[config.mk]
export PLATFORM = sky130hd
export DESIGN_NAME = oclib_hysteresis_compare
export DESIGN_NICKNAME = d
export VERILOG_FILES = /design/src/rtl/oclib_hysteresis_compare.sv
export SDC_FILE = /design/constraint.sdc
export NUM_CORES = 1
export LEC_CHECK = 0
export CAP_MARGIN = 5
export CORE_MARGIN = 2
export CORE_UTILIZATION = 37
export DETAILED_ROUTE_END_ITERATION = 7
export HOLD_SLACK_MARGIN = 0.05
export PLACE_DENSITY_LB_ADDON = 0.12
export REMOVE_ABC_BUFFERS = 1
export SLEW_MARGIN = 20
export SYNTH_ARGS = -nofsm -noshare
export SYNTH_HDL_FRONTEND = slang
export SYNTH_SLANG_ARGS = --single-unit
[constraint.sdc]
create_clock -name clock -period 0.85 [get_ports clock]
set_clock_uncertainty 0.05 [all_clocks]
set_input_delay 0.2125 -clock clock [delete_from_list [all_inputs] [get_ports clock]]
set_output_delay 0.2125 -clock clock [all_outputs]
set_load 0.01 [all_outputs]
[src/rtl/oclib_hysteresis_compare.sv]
// Unsigned threshold compare with hysteresis; flag follows a valid sample one cycle later.
module oclib_hysteresis_compare (
  input  logic        clock,
  input  logic        resetN,
  input  logic [15:0] value,
  input  logic        valid,
  input  logic [15:0] high,
  input  logic [15:0] low,
  output logic        flag
);

  // Between low and high the previous decision is held.
  always_ff @(posedge clock or negedge resetN) begin
    if (!resetN) begin
      flag <= 1'b0;
    end else if (valid) begin
      if (value >= high) begin
        flag <= 1'b1;
      end else if (value < low) begin
        flag <= 1'b0;
      end
    end
  end

endmodule

# Word-level counts from Yosys, hierarchy flattened
# Index checks and enable logic that the tools add are counted.
word_totals:
  inputBits: 51
  ram_bits: 0
  latch_bits: 0
  n_memories: 0
  output_inout_bits: 1
  rom_bits: 0
  reg_bits: 1
  elab_cells: 7
classes:
  multipliers: 0
  n_div: 0
  order_cmp: 2
  n_eq_ne: 0
  muxes: 2
  n_bitwise: 0
  add_sub_neg: 0
  reduce_logical: 2
  shift: 0
op_table:
  columns: ["op", "count"]
  rows:
  - ["16-bit >= comparator", 1]
  - ["16-bit less-than comparator", 1]
  - ["1-bit two-way mux", 2]
  - ["2-bit AND reduction", 1]
  - ["2-bit nonzero test", 1]

# Logic depth before layout (Yosys ltp)
# Gate-level depths: netlist of the first run.
depth:
  depth_word: 3
  ltp_mapped: 7
  depth_no_buf: 7

# Least setup slack after synthesis of the first run
# No wires, ideal clock.
synth_path:
  path_kind: "input to register"
  start: "input port value[0]"
  end: "register flag"
  cell_stages: 7
  setup_slack_ns: -0.673
  arrival_ns: 1.330
  path_buffers: 0
  required_ns: 0.657
  setup_time_ns: 0.143
  cell_sequence: "inv_1 -> ha_1 -> nand2b_4 -> a2111oi_4 -> o211ai_1 -> a21oi_2 -> o221ai_2"
synth_between:
  elab_chain_len: 3
  word_cells_on_any_way: 5
  cone_classes: "order compare: 2; mux: 1; reduce/logical: 2"
synth_lines:
  columns: ["item", "line", "rtl"]
  rows:
  - ["from (decl)", "5", "input logic [15:0] value,"]
  - ["16-bit >= comparator / 16-bit less-than comparator (equally long branches)", "17, 19", null]
  - ["2-bit nonzero test (no source line)", null, null]
  - ["2-bit AND reduction (no source line)", null, null]
  - ["to (signal assigned)", "15", "flag <= 1'b0;"]
  - ["to (signal assigned)", "18", "flag <= 1'b1;"]
  - ["to (signal assigned)", "20", "flag <= 1'b0;"]
  - ["to (decl)", "9", "output logic flag"]
# Parallel ways exist; a longest one is shown, timed or not.
# A chain may end at the register's enable or synchronous reset.

# Worst setup path after layout of the first run
layout_path:
  start: "input port low[15]"
  end: "register flag"
layout_between:
  elab_chain_len: 3
layout_lines:
  columns: ["item", "line", "rtl"]
  rows:
  - ["from (decl)", "8", "input logic [15:0] low,"]
  - ["16-bit less-than comparator", "19", "end else if (value < low) begin"]
  - ["2-bit nonzero test (no source line)", null, null]
  - ["2-bit AND reduction (no source line)", null, null]
# Every way passes these cells.

==> flow_metrics.tcl, run 1 <==
set metrics [dict create \
    n_fill_cell 155 \
    synth-async-reset-ratio 1.00 \
    hold_slack_ps 319 \
    die_area_um2 2640 \
    finalPower_mw 0.937 \
    rsz0062_at_grt "yes" \
    ir_worst_vdd_mv 0.342 \
    synth_edf_count 0 \
    period_share 1.87 \
    wl_um 2500 \
    synth_cell_types 22 \
    setup.worst_path.end_class "register" \
    synth-seq-area-share 0.0301 \
    synth_area_um2 831 \
    synth_common_cells "inv_1, ha_1, a21oi_1" \
    worst-path-max-fanout 2 \
    startpoint_type "primary input" \
    gr-total-overflow 0 \
    largest_reg_flops 1 \
    setup_tns_ps -741 \
    die_x_um 51.4 \
    nNetsFinal 253 \
    violations "negative setup slack" \
    cellPowerDensity_nw_per_um2 544 \
    slowest_delay_ps 390 \
    critPathSlowestCell "o41ai_2" \
    grt_pass1_wl_um 4240 \
    maxSlewHeadroom 0.792 \
    synth.mux.area_fraction 0 \
    area_growth_pct 107 \
    clk_latency_ps 0 \
    synth_top_family_by_area "adder cells" \
    status "finished with violations" \
    critPathArrivalTime_ps 1400 \
    drc_errors 0 \
    layout_min_cycle_time_ps 1590 \
    maxCapViolations 0 \
    synthCells 111 \
    crit_buf_inv 2 \
    top_regs "flag: 1 flops" \
    ys.flop_type "dfrtp_1" \
    synth_fa_ha_area_frac 0.467 \
    cp.required_ps 660 \
    synth_area_leaders "ha_1, inv_1, a21oi_1" \
    io_pins 52 \
    routedWlPerCell_um 12.7 \
    io_buffers 51 \
    globalRouteTotalUtil 0.203 \
    synth-compound-area-share 0.242 \
    critPathKind "in2reg" \
    worstPathCellList "clkdlybuf4s15_1, inv_1, ha_4, nand4_1, a21oi_2, o41ai_2, o221ai_2" \
    grt_max_degree 4 \
    leakagePower_nw 0.810 \
    yosysTopAreaCellShare 0.467 \
    yosysWarnings 0 \
    vias 989 \
    synth_most_common_cell "inv_1" \
    syn_area_per_cell_um2 7.48 \
    drv_slew 0 \
    die_y_um 51.4 \
    synth_seq_cells 1 \
    gp_congestion 0.696 \
    tightest_slew_ps 309 \
    setup_viol 1 \
    crit_family "compound AO/OA/AOI/OAI gates" \
    antenna_left 0 \
    yosysTopAreaCell "ha_1" \
    top_register "flag" \
    start_util 0.383 \
    drt-initial-drc-count 2 \
    rows 17 \
    via_per_inst 5.02 \
    dr.pass1.iters 2 \
    final_hold_viol_count 0 \
    max_clock_freq_mhz 629 \
    hold_class "in2async" \
    drive_gt1_frac 0.568 \
    setup_ws_ps -741 \
    synthSimpleGateAreaFrac 0.111 \
    hpwl_um 1770 \
    clk_pin_slew_worst_paths_ps 0 \
    first_global_vias 1067 \
    coreArea_um2 2170 \
    antenna_found_initial 0 \
    synth_xor_area_frac 0 \
    n_antenna_cell 0 \
]
==> final cells by class <==
cell class | count | area (um^2) | share of cell area
Timing Repair Buffer | 58 | 490 | 0.285
Tap cell | 28 | 35.0 | 0.0203
Multi-Input combinational cell | 77 | 1040 | 0.605
Inverter | 33 | 129 | 0.0749
Sequential cell | 1 | 25.0 | 0.0145
==> routing by layer <==
layer | GRT usage | wire, um | vias to the layer above
met5 | 0 | 0 | -
met2 | 0.451 | 1420 | 34
li1 | - | - | 497
met1 | 0.202 | 973 | 456
met3 | 0.00877 | 95 | 2
met4 | 0.0219 | 14 | 0
==> worst register-to-register path, delay by kind of cell (launching register included) <==
kind / cells / cell delay (ps)
buf+inv: 1 / 140
compound gates: 2 / 190
flops: 1 / 360
==> power by group <==
part / total [mW] / switching [mW] / internal, mW / leakage (nW)
logic: 0.871 / 0.377 / 0.494 / 0.797
clock network: 0 / 0 / 0 / 0
registers: 0.0657 / 0.00592 / 0.0597 / 0.0124
total: 0.937 / 0.383 / 0.554 / 0.810
==> stage by stage <==
stage / utilization / std cells / cell area, um^2 / worst slack (ps)
after floorplan: - / 111 / 831 / -673
after global placement: 0.655 / 196 / 1420 / -1220
after detailed placement: 0.655 / 196 / 1420 / -1210
after CTS: 0.785 / 197 / 1700 / -694
after global routing: 0.794 / 197 / 1720 / -806
final: 0.794 / 197 / 1720 / -741
==> logic make-up after synthesis <==
logic type,Yosys count
buffers and inverters,33
adders and majority gates,31
DFF,1
and+or+nand+nor,18
AOI/OAI and AO/OA,28
==> layout by cell type, fill, tap and decap left out, drive strengths merged <==
master,count
inv,33
ha,31
buf,26
clkdlybuf4s15,13
dlygate4sd2,12
a21oi,12
nand2,5
o21ai,5
nor2,4
a21o,4
clkdlybuf4s50,4
nand4,3
nand3,3
clkbuf,2
nand2b,1
a2111oi,1
o21a,1
o211ai,1
a211o,1
or3,1
nor3,1
a21boi,1
o41ai,1
o221ai,1
dfrtp,1
dlymetal6s2s,1
==> final timing paths <==
path                                        from          endpoint  slack [ps]  depth (start not counted)
min in group clock              flag$_DFFE_PN0P_  flag$_DFFE_PN0P_         550                          3
worst max-delay path                     low[15]  flag$_DFFE_PN0P_        -740                          7
max in group asynchronous                 resetN  flag$_DFFE_PN0P_         330                          1
worst max register to register  flag$_DFFE_PN0P_  flag$_DFFE_PN0P_         -30                          3
worst min-delay path                      resetN  flag$_DFFE_PN0P_         320                          1
worst min register to register  flag$_DFFE_PN0P_  flag$_DFFE_PN0P_         550                          3
==> repair_timing <==
| action | in CTS | in global routing |
|---|---|---|
| buffers inserted | 1 | 0 |
| hold buffers | 0 | 0 |
| endpoints found under the setup margin | 2 | 2 |
| hold endpoints to repair | 0 | 0 |
| pin swaps | 46 | 10 |
| resized for setup | 183 | 11 |
No activity file was read; power rests on OpenSTA's default activity.
==> inputs of run 2 (changes only) <==
clock period = 1.6 ns   (was 0.85 ns; I/O delays follow)
==> run 2 against run 1 <==
Effect of this change: first-iteration DRC count fell by 50%; core utilization is 1.5 points lower; the flow still finishes with violations (negative setup slack); hold slack improved by 180 ps; critical endpoint unchanged.
==> flow_metrics.tcl, run 2 (synthesis results as in run 1) <==
set metrics [dict create \
    status "finished with violations" \
    violations "negative setup slack" \
    area_growth_pct 103 \
    hold_class "reg2reg" \
    r2r-end "flag$_DFFE_PN0P_" \
    layout_min_cycle_time_ps 1770 \
    hpwl_um 1740 \
    coreArea_um2 2170 \
    placed_cells 195 \
    globalRouteTotalUtil 0.161 \
    setup_ws_ps -174 \
    swShare 0.403 \
    r2r_cells 2 \
    nNetsFinal 251 \
    worstPathCellList "buf_4, ha_4, o21ai_1, a21oi_1, or3_4, a21oi_2, o221ai_2" \
    io_pins 52 \
    final_cells 195 \
    rrSetupSlack_ps 820 \
    first_global_vias 887 \
    drive_gt1_frac 0.539 \
    dr.max_layer_used "met4" \
    antenna_left 0 \
    clk_latency_ps 0 \
    die_area_um2 2640 \
    drt-initial-drc-count 1 \
    period_share 1.11 \
    max_clock_freq_mhz 564 \
    die_x_um 51.4 \
    clk_pin_slew_worst_paths_ps 0 \
    dr_wl_met3_um 103 \
    n_antenna_cell 0 \
    place_ws_ps -665 \
    cellPowerDensity_nw_per_um2 282 \
    largest_reg_flops 1 \
    whs_path_depth 2 \
    crit_family "compound AO/OA/AOI/OAI gates" \
    top_register "flag" \
    worst-path-max-fanout 2 \
    setup_viol 1 \
    crit_buf_inv 1 \
    antenna_found_initial 0 \
    combPwrFrac 0.922 \
    slowest_delay_ps 390 \
    gp_congestion 0.696 \
    gr-total-overflow 0 \
    rows 17 \
    grt_max_degree 4 \
    power_frac_seq 0.078 \
    ir_worst_vdd_mv 0.167 \
    io_buffers 51 \
    final_hold_viol_count 0 \
    hold_end "flag$_DFFE_PN0P_" \
    tightest_slew_ps 293 \
    vias 951 \
    critPathArrivalTime_ps 1580 \
    critPathSlowestCell "or3_4" \
    top_regs "flag: 1 flops" \
    wl_um 2260 \
    p_switching_mw 0.192 \
    dr.pass1.iters 3 \
    start_util 0.383 \
    cts_hold_buf 0 \
    maxCapViolations 0 \
    die_y_um 51.4 \
    drv_slew 0 \
    layout_commonest_cell "ha_4" \
    m1WireLength_um 881 \
    critPathKind "in2reg" \
    intPower_mw 0.284 \
    leakagePower_nw 0.793 \
    routedWlPerCell_um 11.6 \
    fin_area_um2 1690 \
    met2_length_um 1230 \
    n_fill_cell 158 \
    startpoint "value[1]" \
    dpl_cell_area_um2 1410 \
    setup.worst_path.end_class "register" \
    final_core_util 0.779 \
    via_per_inst 4.88 \
    p_clk_frac 0 \
    startpoint_type "primary input" \
    drc_errors 0 \
    final_cell_mix "ha_4, inv_2, dlygate4sd2_1" \
    hold_start "flag$_DFFE_PN0P_" \
    r2r-start "flag$_DFFE_PN0P_" \
    cp.required_ps 1410 \
    rsz0062_at_grt "yes" \
    grt_pass1_wl_um 3370 \
    maxSlewHeadroom 0.802 \
]
run 2: cell count changes in the layout (fill, tap and decap cells not counted), sizes merged:
cell           delta
dlygate4sd2       +3
clkdlybuf4s50     +2
buf               -6
clkbuf            -1
run 2: timing repair:
action	in CTS	in global routing
pin swaps	46	4
buffers inserted	0	0
setup endpoints to repair	1	1
hold endpoints to repair	0	0
gates resized for setup	169	7
run 2: power groups by stage:
stage	combinational [mW]	sequential (mW)	clock [mW]
final	0.439	0.0374	0
after global routing	0.483	0.0386	0
after CTS	0.421	0.0372	0
after detailed placement	0.347	0.0362	0
after global placement	0.339	0.0358	0
after floorplan	0.157	0.0387	0
run 2: cell type report:
class	count	area [um^2]	area share
sequential	1	25.0	0.0148
inverter	33	126	0.0748
timing repair buffer	56	479	0.284
tap	28	35.0	0.0207
multi-input combinational	77	1020	0.606
run 2: worst max path at each step:
stage / end / slack, ps / cells after the start
floorplan: flag$_DFFE_PN0P_ / -110 / 7
global placement: flag$_DFFE_PN0P_ / -660 / 8
detailed placement: flag$_DFFE_PN0P_ / -670 / 8
CTS: flag$_DFFE_PN0P_ / -140 / 8
global route: flag$_DFFE_PN0P_ / -220 / 8
finish: flag$_DFFE_PN0P_ / -170 / 7
run 2: through the flow:
stage | power [mW] | hold slack (ps) | TNS [ps]
finish | 0.477 | 498 | -174
global route | 0.522 | 515 | -224
CTS | 0.458 | 494 | -145
detailed placement | 0.383 | 485 | -665
global placement | 0.375 | 485 | -659
floorplan | 0.196 | 54.4 | -111
run 2: worst min-delay path: stages, from the launching register on:
cell      delay, ps
dfrtp_1         360
o41ai_2          90
o221ai_2         50
run 2: per-layer routing:
| metal | vias to the layer above | track usage |
|---|---|---|
| met1 | 424 | 0.162 |
| met2 | 32 | 0.348 |
| li1 | 491 | - |
| met5 | - | 0 |
| met4 | 0 | 0.0307 |
| met3 | 4 | 0.00877 |
